$ cat config.mk
export PLATFORM = sky130hd
export DESIGN_NAME = kinase_valve_sequencer
export DESIGN_NICKNAME = d
export VERILOG_FILES = /design/src/rtl/kinase_seq_pkg.sv /design/src/rtl/kinase_pump_phase_gen.sv /design/src/rtl/kinase_valve_sequencer.sv
export SDC_FILE = /design/constraint.sdc
export NUM_CORES = 1
export LEC_CHECK = 0
export ABC_CLOCK_PERIOD_IN_PS = 8000
export CAP_MARGIN = 15
export CORE_MARGIN = 3
export CORE_UTILIZATION = 55
export DETAILED_ROUTE_END_ITERATION = 6
export HOLD_SLACK_MARGIN = 0.08
export PLACE_DENSITY = 0.81
export SYNTH_ARGS = -nofsm -noshare
export SYNTH_HDL_FRONTEND = slang
export SYNTH_SLANG_ARGS = --single-unit
$ cat constraint.sdc
create_clock -name clk -period 8 [get_ports clk]
set_input_delay 1.2 -clock clk [delete_from_list [all_inputs] [get_ports clk]]
set_output_delay 1.2 -clock clk [all_outputs]
set_load 0.05 [all_outputs]
$ cat src/rtl/kinase_seq_pkg.sv
// Shared types and constants for the kinase valve sequencer.
// Holds no logic, so it has no latency and no backpressure of its own.
// All drive constants use 1 = pressurised/closed.
package kinase_seq_pkg;

    typedef enum logic [2:0] {
        ST_IDLE,
        ST_OPEN,
        ST_PUMP,
        ST_CLOSE,
        ST_FLUSH,
        ST_DONE
    } state_t;

    typedef enum logic [1:0] {
        OP_LOAD  = 2'd0,
        OP_MIX   = 2'd1,
        OP_FLUSH = 2'd2,
        OP_RSVD  = 2'd3
    } cmd_op_t;

    localparam logic [12:0] LOAD_MASK = 13'h1FF0;
    localparam logic [12:0] MIX_MASK  = 13'h000F;

    localparam logic [2:0] PUMP_A_PATTERN [6] = '{3'b011, 3'b001, 3'b101, 3'b100, 3'b110, 3'b010};
    localparam logic [1:0] PUMP_B_PATTERN [2] = '{2'b01, 2'b10};

    localparam logic [12:0] CTRL_A_SAFE = 13'h1FFF;
    localparam logic [3:0]  CTRL_S_SAFE = 4'hF;
    localparam logic [2:0]  PUMP_A_SAFE = 3'h7;
    localparam logic [1:0]  PUMP_B_SAFE = 2'h3;

    // Open only the selected segment valve; every other segment stays closed.
    function automatic logic [3:0] sel_closed(input logic [1:0] sel);
        return ~(4'b0001 << sel);
    endfunction

endpackage

$ cat src/rtl/kinase_pump_phase_gen.sv
// Pump phase generator: walks pump_a (6-phase) or pump_b (2-phase) for count pump cycles.
// Pattern is registered and appears the cycle after start; finished flags the last cycle.
// No backpressure; abort drops the pumps back to closed on the next edge.
module kinase_pump_phase_gen
    import kinase_seq_pkg::*;
#(
    parameter int PHASE_CYCLES = 1000,
    parameter int CNT_W        = 16
) (
    input  logic             clk,
    input  logic             rst,
    input  logic             start,
    input  logic             abort,
    input  logic             mode_mix,
    input  logic             rev,
    input  logic [CNT_W-1:0] count,
    output logic [2:0]       pump_a,
    output logic [1:0]       pump_b,
    output logic             finished
);

    logic             running, running_nxt;
    logic             mix_q, mix_nxt;
    logic             rev_q, rev_nxt;
    logic [CNT_W-1:0] dwell, dwell_nxt;
    logic [CNT_W-1:0] cyc_left, cyc_left_nxt;
    logic [2:0]       phase, phase_nxt;
    logic [2:0]       first_phase, last_phase;
    logic             phase_end, cycle_end;

    always_comb begin
        mix_nxt      = start ? mode_mix : mix_q;
        rev_nxt      = start ? rev : rev_q;
        // Reverse stepping starts on the final phase and walks down to phase 0.
        first_phase  = rev_nxt ? (mix_nxt ? 3'd1 : 3'd5) : 3'd0;
        last_phase   = rev_q ? 3'd0 : (mix_q ? 3'd1 : 3'd5);
        phase_end    = (dwell == CNT_W'(PHASE_CYCLES - 1));
        cycle_end    = phase_end && (phase == last_phase);
        finished     = running && cycle_end && (cyc_left == CNT_W'(1));

        running_nxt  = running;
        dwell_nxt    = dwell;
        cyc_left_nxt = cyc_left;
        phase_nxt    = phase;

        if (start) begin
            running_nxt  = 1'b1;
            dwell_nxt    = '0;
            phase_nxt    = first_phase;
            cyc_left_nxt = count;
        end else if (running && (abort || finished)) begin
            running_nxt  = 1'b0;
        end else if (running) begin
            if (phase_end) begin
                dwell_nxt = '0;
                if (cycle_end) begin
                    phase_nxt    = first_phase;
                    cyc_left_nxt = cyc_left - CNT_W'(1);
                end else begin
                    phase_nxt = rev_q ? phase - 3'd1 : phase + 3'd1;
                end
            end else begin
                dwell_nxt = dwell + CNT_W'(1);
            end
        end
    end

    always_ff @(posedge clk or posedge rst) begin
        if (rst) begin
            running  <= 1'b0;
            mix_q    <= 1'b0;
            rev_q    <= 1'b0;
            dwell    <= '0;
            cyc_left <= '0;
            phase    <= '0;
            pump_a   <= PUMP_A_SAFE;
            pump_b   <= PUMP_B_SAFE;
        end else begin
            running  <= running_nxt;
            mix_q    <= mix_nxt;
            rev_q    <= rev_nxt;
            dwell    <= dwell_nxt;
            cyc_left <= cyc_left_nxt;
            phase    <= phase_nxt;
            pump_a   <= (running_nxt && !mix_nxt) ? PUMP_A_PATTERN[phase_nxt] : PUMP_A_SAFE;
            pump_b   <= (running_nxt && mix_nxt) ? PUMP_B_PATTERN[phase_nxt[0]] : PUMP_B_SAFE;
        end
    end

endmodule

$ cat src/rtl/kinase_valve_sequencer.sv
// Valve sequencer: open-settle / pump / close-settle (or flush) per command, then a done pulse.
// Latency 1 + 2*SETTLE + count*phases*PHASE (flush 1 + SETTLE, bad command 1); one command at a time.
// cmd_ready is high only in IDLE; KINASE_PUMP_REVERSE_EN adds cmd_rev for reverse pump stepping.
module kinase_valve_sequencer
    import kinase_seq_pkg::*;
#(
    parameter int PHASE_CYCLES  = 1000,
    parameter int SETTLE_CYCLES = 200,
    parameter int CNT_W         = 16
) (
    input  logic             clk,
    input  logic             rst,
    input  logic             cmd_valid,
    output logic             cmd_ready,
    input  logic [1:0]       cmd_op,
    input  logic [3:0]       cmd_sel,
    input  logic [CNT_W-1:0] cmd_count,
`ifdef KINASE_PUMP_REVERSE_EN
    input  logic             cmd_rev,
`endif
    input  logic             abort,
    output logic             busy,
    output logic             done,
    output logic             err,
    output logic [12:0]      ctrl_a,
    output logic [3:0]       ctrl_s,
    output logic [2:0]       pump_a,
    output logic [1:0]       pump_b,
    output logic [12:0]      flush_ctrl_a,
    output logic [3:0]       flush_ctrl_s,
    output logic [2:0]       flush_pump_a,
    output logic [1:0]       flush_pump_b
);

    state_t           state, state_nxt;
    cmd_op_t          op_q, op_eff;
    logic [1:0]       sel_q, sel_eff;
    logic [CNT_W-1:0] count_q, settle_cnt;
    logic             err_flag, err_flag_nxt;
    logic             accept, settle_last, pump_start, pump_finished, pump_rev;
    logic [12:0]      ctrl_a_nxt;
    logic [3:0]       ctrl_s_nxt;
    logic             flush_q, flush_nxt;
    logic [2:0]       gen_pump_a;
    logic [1:0]       gen_pump_b;

    assign cmd_ready = (state == ST_IDLE);
    assign busy      = (state != ST_IDLE);

    always_comb begin
        state_nxt    = state;
        err_flag_nxt = err_flag;
        accept       = 1'b0;
        pump_start   = 1'b0;
        settle_last  = (settle_cnt == CNT_W'(SETTLE_CYCLES - 1));

        case (state)
            ST_IDLE: begin
                if (cmd_valid && !abort) begin
                    accept       = 1'b1;
                    err_flag_nxt = (cmd_op == OP_RSVD) || (cmd_sel >= 4'd4);
                    if (err_flag_nxt)           state_nxt = ST_DONE;
                    else if (cmd_op == OP_FLUSH) state_nxt = ST_FLUSH;
                    else                         state_nxt = ST_OPEN;
                end
            end
            ST_OPEN: begin
                if (abort) begin
                    state_nxt    = ST_CLOSE;
                    err_flag_nxt = 1'b1;
                end else if (settle_last) begin
                    if (count_q == '0) begin
                        state_nxt = ST_CLOSE;
                    end else begin
                        state_nxt  = ST_PUMP;
                        pump_start = 1'b1;
                    end
                end
            end
            ST_PUMP: begin
                if (abort) begin
                    state_nxt    = ST_CLOSE;
                    err_flag_nxt = 1'b1;
                end else if (pump_finished) begin
                    state_nxt = ST_CLOSE;
                end
            end
            ST_CLOSE, ST_FLUSH: begin
                // Abort here cannot shorten the sequence; it only marks the result.
                if (abort)       err_flag_nxt = 1'b1;
                if (settle_last) state_nxt    = ST_DONE;
            end
            ST_DONE: state_nxt = ST_IDLE;
            default: state_nxt = ST_IDLE;
        endcase

        // Outputs are registered from the upcoming state so they line up with it.
        op_eff     = accept ? cmd_op_t'(cmd_op) : op_q;
        sel_eff    = accept ? cmd_sel[1:0] : sel_q;
        ctrl_a_nxt = CTRL_A_SAFE;
        ctrl_s_nxt = CTRL_S_SAFE;
        flush_nxt  = 1'b0;
        if (state_nxt == ST_OPEN || state_nxt == ST_PUMP) begin
            ctrl_a_nxt = (op_eff == OP_MIX) ? MIX_MASK : LOAD_MASK;
            ctrl_s_nxt = sel_closed(sel_eff);
        end else if (state_nxt == ST_FLUSH) begin
            ctrl_a_nxt = '0;
            ctrl_s_nxt = '0;
            flush_nxt  = 1'b1;
        end
    end

    always_ff @(posedge clk or posedge rst) begin
        if (rst) begin
            state      <= ST_IDLE;
            op_q       <= OP_LOAD;
            sel_q      <= '0;
            count_q    <= '0;
            settle_cnt <= '0;
            err_flag   <= 1'b0;
            ctrl_a     <= CTRL_A_SAFE;
            ctrl_s     <= CTRL_S_SAFE;
            flush_q    <= 1'b0;
            done       <= 1'b0;
            err        <= 1'b0;
        end else begin
            state      <= state_nxt;
            err_flag   <= err_flag_nxt;
            settle_cnt <= (state_nxt != state) ? '0 : settle_cnt + CNT_W'(1);
            if (accept) begin
                op_q    <= cmd_op_t'(cmd_op);
                sel_q   <= cmd_sel[1:0];
                count_q <= cmd_count;
            end
            ctrl_a     <= ctrl_a_nxt;
            ctrl_s     <= ctrl_s_nxt;
            flush_q    <= flush_nxt;
            done       <= (state_nxt == ST_DONE);
            err        <= (state_nxt == ST_DONE) && err_flag_nxt;
        end
    end

`ifdef KINASE_PUMP_REVERSE_EN
    logic rev_q;
    always_ff @(posedge clk or posedge rst) begin
        if (rst)         rev_q <= 1'b0;
        else if (accept) rev_q <= cmd_rev;
    end
    assign pump_rev = rev_q;
`else
    assign pump_rev = 1'b0;
`endif

    kinase_pump_phase_gen #(
        .PHASE_CYCLES (PHASE_CYCLES),
        .CNT_W        (CNT_W)
    ) u_phase_gen (
        .clk      (clk),
        .rst      (rst),
        .start    (pump_start),
        .abort    (abort && (state == ST_PUMP)),
        .mode_mix (op_q == OP_MIX),
        .rev      (pump_rev),
        .count    (count_q),
        .pump_a   (gen_pump_a),
        .pump_b   (gen_pump_b),
        .finished (pump_finished)
    );

    // Pump generator idles closed, so flushing only needs to mask it open.
    assign pump_a       = gen_pump_a & ~{3{flush_q}};
    assign pump_b       = gen_pump_b & ~{2{flush_q}};
    assign flush_ctrl_a = {13{flush_q}};
    assign flush_ctrl_s = {4{flush_q}};
    assign flush_pump_a = {3{flush_q}};
    assign flush_pump_b = {2{flush_q}};

endmodule

==> run metrics <==
status completed; unrepaired setup endpoints after global routing no; sequential share of the synthesized area 0.464; crit path DAT 4210 ps; Gate Count Post-Synth 505; Main synth FF type dfrtp_1; FP Rows 34; initial DRC count 183; routed vias/inst 5.68; clock-pin slew on the worst setup and hold paths 90 ps; Period minus WS final 3950 ps; post-CTS sizing 0; leading cell types in the layout, fill and taps excluded 81 x dfrtp_1, 73 x clkdlybuf4s50_1, 62 x nor2_1, 31 x nand2_1, 24 x xor2_1; largest net degree at the start of global routing 93; clk sinks 92; TritonCTS clock tree built; root buffer cell clkbuf_8; share of post-route cells with drive strength above 1 0.115; critical path class primary input to flip-flop; P&R area growth vs syn 15.2%; Pwr Density 156 mW/mm²; routability cong. 0.850; most common cell after layout, fill and taps aside dfrtp_1; IO Pins 74; postcts setup bufs 0; 1st-pass router iterations 4; total negative setup slack 0 ps; Hold Path Cell Cnt 1; flops & latches, synth 92; Worst VDD drop 107 µV; worst hold slack 468 ps; Data required, critical path 8260 ps; vias in the first global route 3501; drt drc 0; CP Capture Type flip-flop; first-pass GRT wire length 16400 µm; Fin Clk Skew 9.81 ps; final setup fails 0; final setup margin 4050 ps; initial antenna violation count 0; H-tree Lvls 3; Final Hold Fails 0; TritonCTS Buffers 9; # diodes 0; clk buf depth 2; Overall Power 894 µW; register area 0.00232 mm²; DR vias 3729; Initial Utilization 0.570; R2R depth 8; number of port buffers 73; hold_buf cts 0; DP Worst Slack 3730 ps; max frequency 253 MHz; Synth cell types 66; die width 101 µm; Detailed Route WL 9800 µm; Worst Setup Start Kind primary input; Worst slew margin 0.302; EDFF count, synth 0; Filler cells 680; Core Area 0.00876 mm²; Avg Inst Size Synth 9.88 µm²; synthesized net count 536; Die ar. 0.0103 mm²; Pins Over Slew Limit 0; Max-cap violations 0; total grt overflow 0; critical-path maximum fanout 23; Routed WL per cell 14.9 µm; worst skew pair latency 350 ps; DRT antenna net count 0; P_leak 2.59 nW; Die H 101 µm; Layout Nets 574; YS warnings 0; Async SR Flop Fraction 1.00; period utilization 0.493; Multi-input gate area 0.00224 mm²; total track usage 0.197; type of the tightest min-delay check flip-flop to flip-flop; Slew @ Worst Pin 1040 ps; post-detail-place hpwl 6920 µm; Cell Area, Synth 0.00499 mm²
## critical path, stage by stage
cell and delay (ps):
clkdlybuf4s50_1 570, nor2b_1 90, nand2_1 760, nor2_1 180
a21o_1 210, a31oi_1 630, and3b_1 400, a32oi_1 150
## metal layers
| layer | vias to the layer above | part of all wire | GRT usage |
|---|---|---|---|
| met3 | 9 | 0.056 | 0.0303 |
| li1 | 1821 | - | - |
| met4 | 0 | 0.010 | 0.0613 |
| met2 | 100 | 0.49 | 0.338 |
| met1 | 1799 | 0.44 | 0.259 |
| met5 | - | 0 | 0 |
## Yosys cell counts (4+ instances only)
library cell / number / area, µm²
nor2b_1: 6 / 37.5
and2_1: 8 / 50.1
xor2_1: 24 / 210
mux2_2: 17 / 191
inv_1: 19 / 71.3
or3_1: 4 / 25.0
nand4_1: 8 / 50.1
nor3_1: 12 / 60.1
nor2_1: 62 / 233
a31oi_1: 5 / 31.3
a32oi_1: 5 / 43.8
a21oi_1: 19 / 95.1
nand2_1: 31 / 116
xnor2_1: 14 / 123
o21ai_0: 22 / 110
nor4_1: 11 / 68.8
ha_1: 4 / 50.1
and3_1: 8 / 50.1
mux2i_1: 5 / 50.1
dfstp_2: 11 / 289
buf_4: 34 / 255
o31ai_1: 7 / 52.6
buf_6: 4 / 45.0
clkbuf_1: 5 / 18.8
nand3_1: 20 / 100
nand3b_1: 4 / 30.0
dfrtp_1: 81 / 2030
## final timing paths
kind / from / to / slack [ps]
max in group asynchronous: rst / u_phase_gen.pump_a[1] / 6050
setup reg to reg: u_phase_gen.phase[2] / u_phase_gen.dwell[12] / 4530
hold reg to reg: settle_cnt[0] / settle_cnt[0] / 470
hold / removal: settle_cnt[0] / settle_cnt[0] / 470
min in group asynchronous: rst / u_phase_gen.cyc_left[0] / 1270
setup / recovery: abort / ctrl_s[2] / 4050
## where the power goes
group / total [mW] / internal (mW) / switching, mW
registers: 0.502 / 0.482 / 0.0192
clock network: 0.324 / 0.162 / 0.162
logic: 0.0689 / 0.0348 / 0.0341
## sequential cells by signal (all words and copies together) (netlist names)
signal and cells:
flush_q 1, u_phase_gen.rev_q 1, settle_cnt 16, u_phase_gen.mix_q 1
op_q 2, u_phase_gen.dwell 16, u_phase_gen.pump_b 2, u_phase_gen.cyc_left 16
state 3, u_phase_gen.phase 3, err_flag 1, count_q 16
u_phase_gen.pump_a 3, err 1, done 1, u_phase_gen.running 1
sel_q 2, ctrl_a 2, ctrl_s 4
## per-stage QoR
stage | util | cell area (µm²) | cells
finish | 0.656 | 5750 | 656
global route | 0.656 | 5750 | 656
CTS | 0.653 | 5720 | 655
detailed placement | 0.629 | 5510 | 639
global placement | 0.629 | 5510 | 639
floorplan | - | 4990 | 505
## kinds of logic (layout without fill, tap and decap cells)
group / after synthesis / in the layout / share of synthesized area
adder cells (fa/ha/maj): 5 / 5 / 0.0140
flip-flops: 92 / 92 / 0.464
XOR/XNOR: 38 / 38 / 0.0667
AND/OR/NAND/NOR: 200 / 200 / 0.211
multiplexers: 22 / 22 / 0.0484
buffers and inverters: 69 / 112 / 0.0875
AO/OA/AOI/OAI: 79 / 79 / 0.108
## cell type report
cell class | instances | share of cell area
well taps | 108 | 0.0235
repair buffers | 76 | 0.134
clock inverters | 5 | 0.0104
multi-input cells | 344 | 0.389
clock buffers | 11 | 0.0263
flip-flops and latches | 92 | 0.403
inverters | 20 | 0.0133
Note: power is estimated with default switching activity, not from simulation.
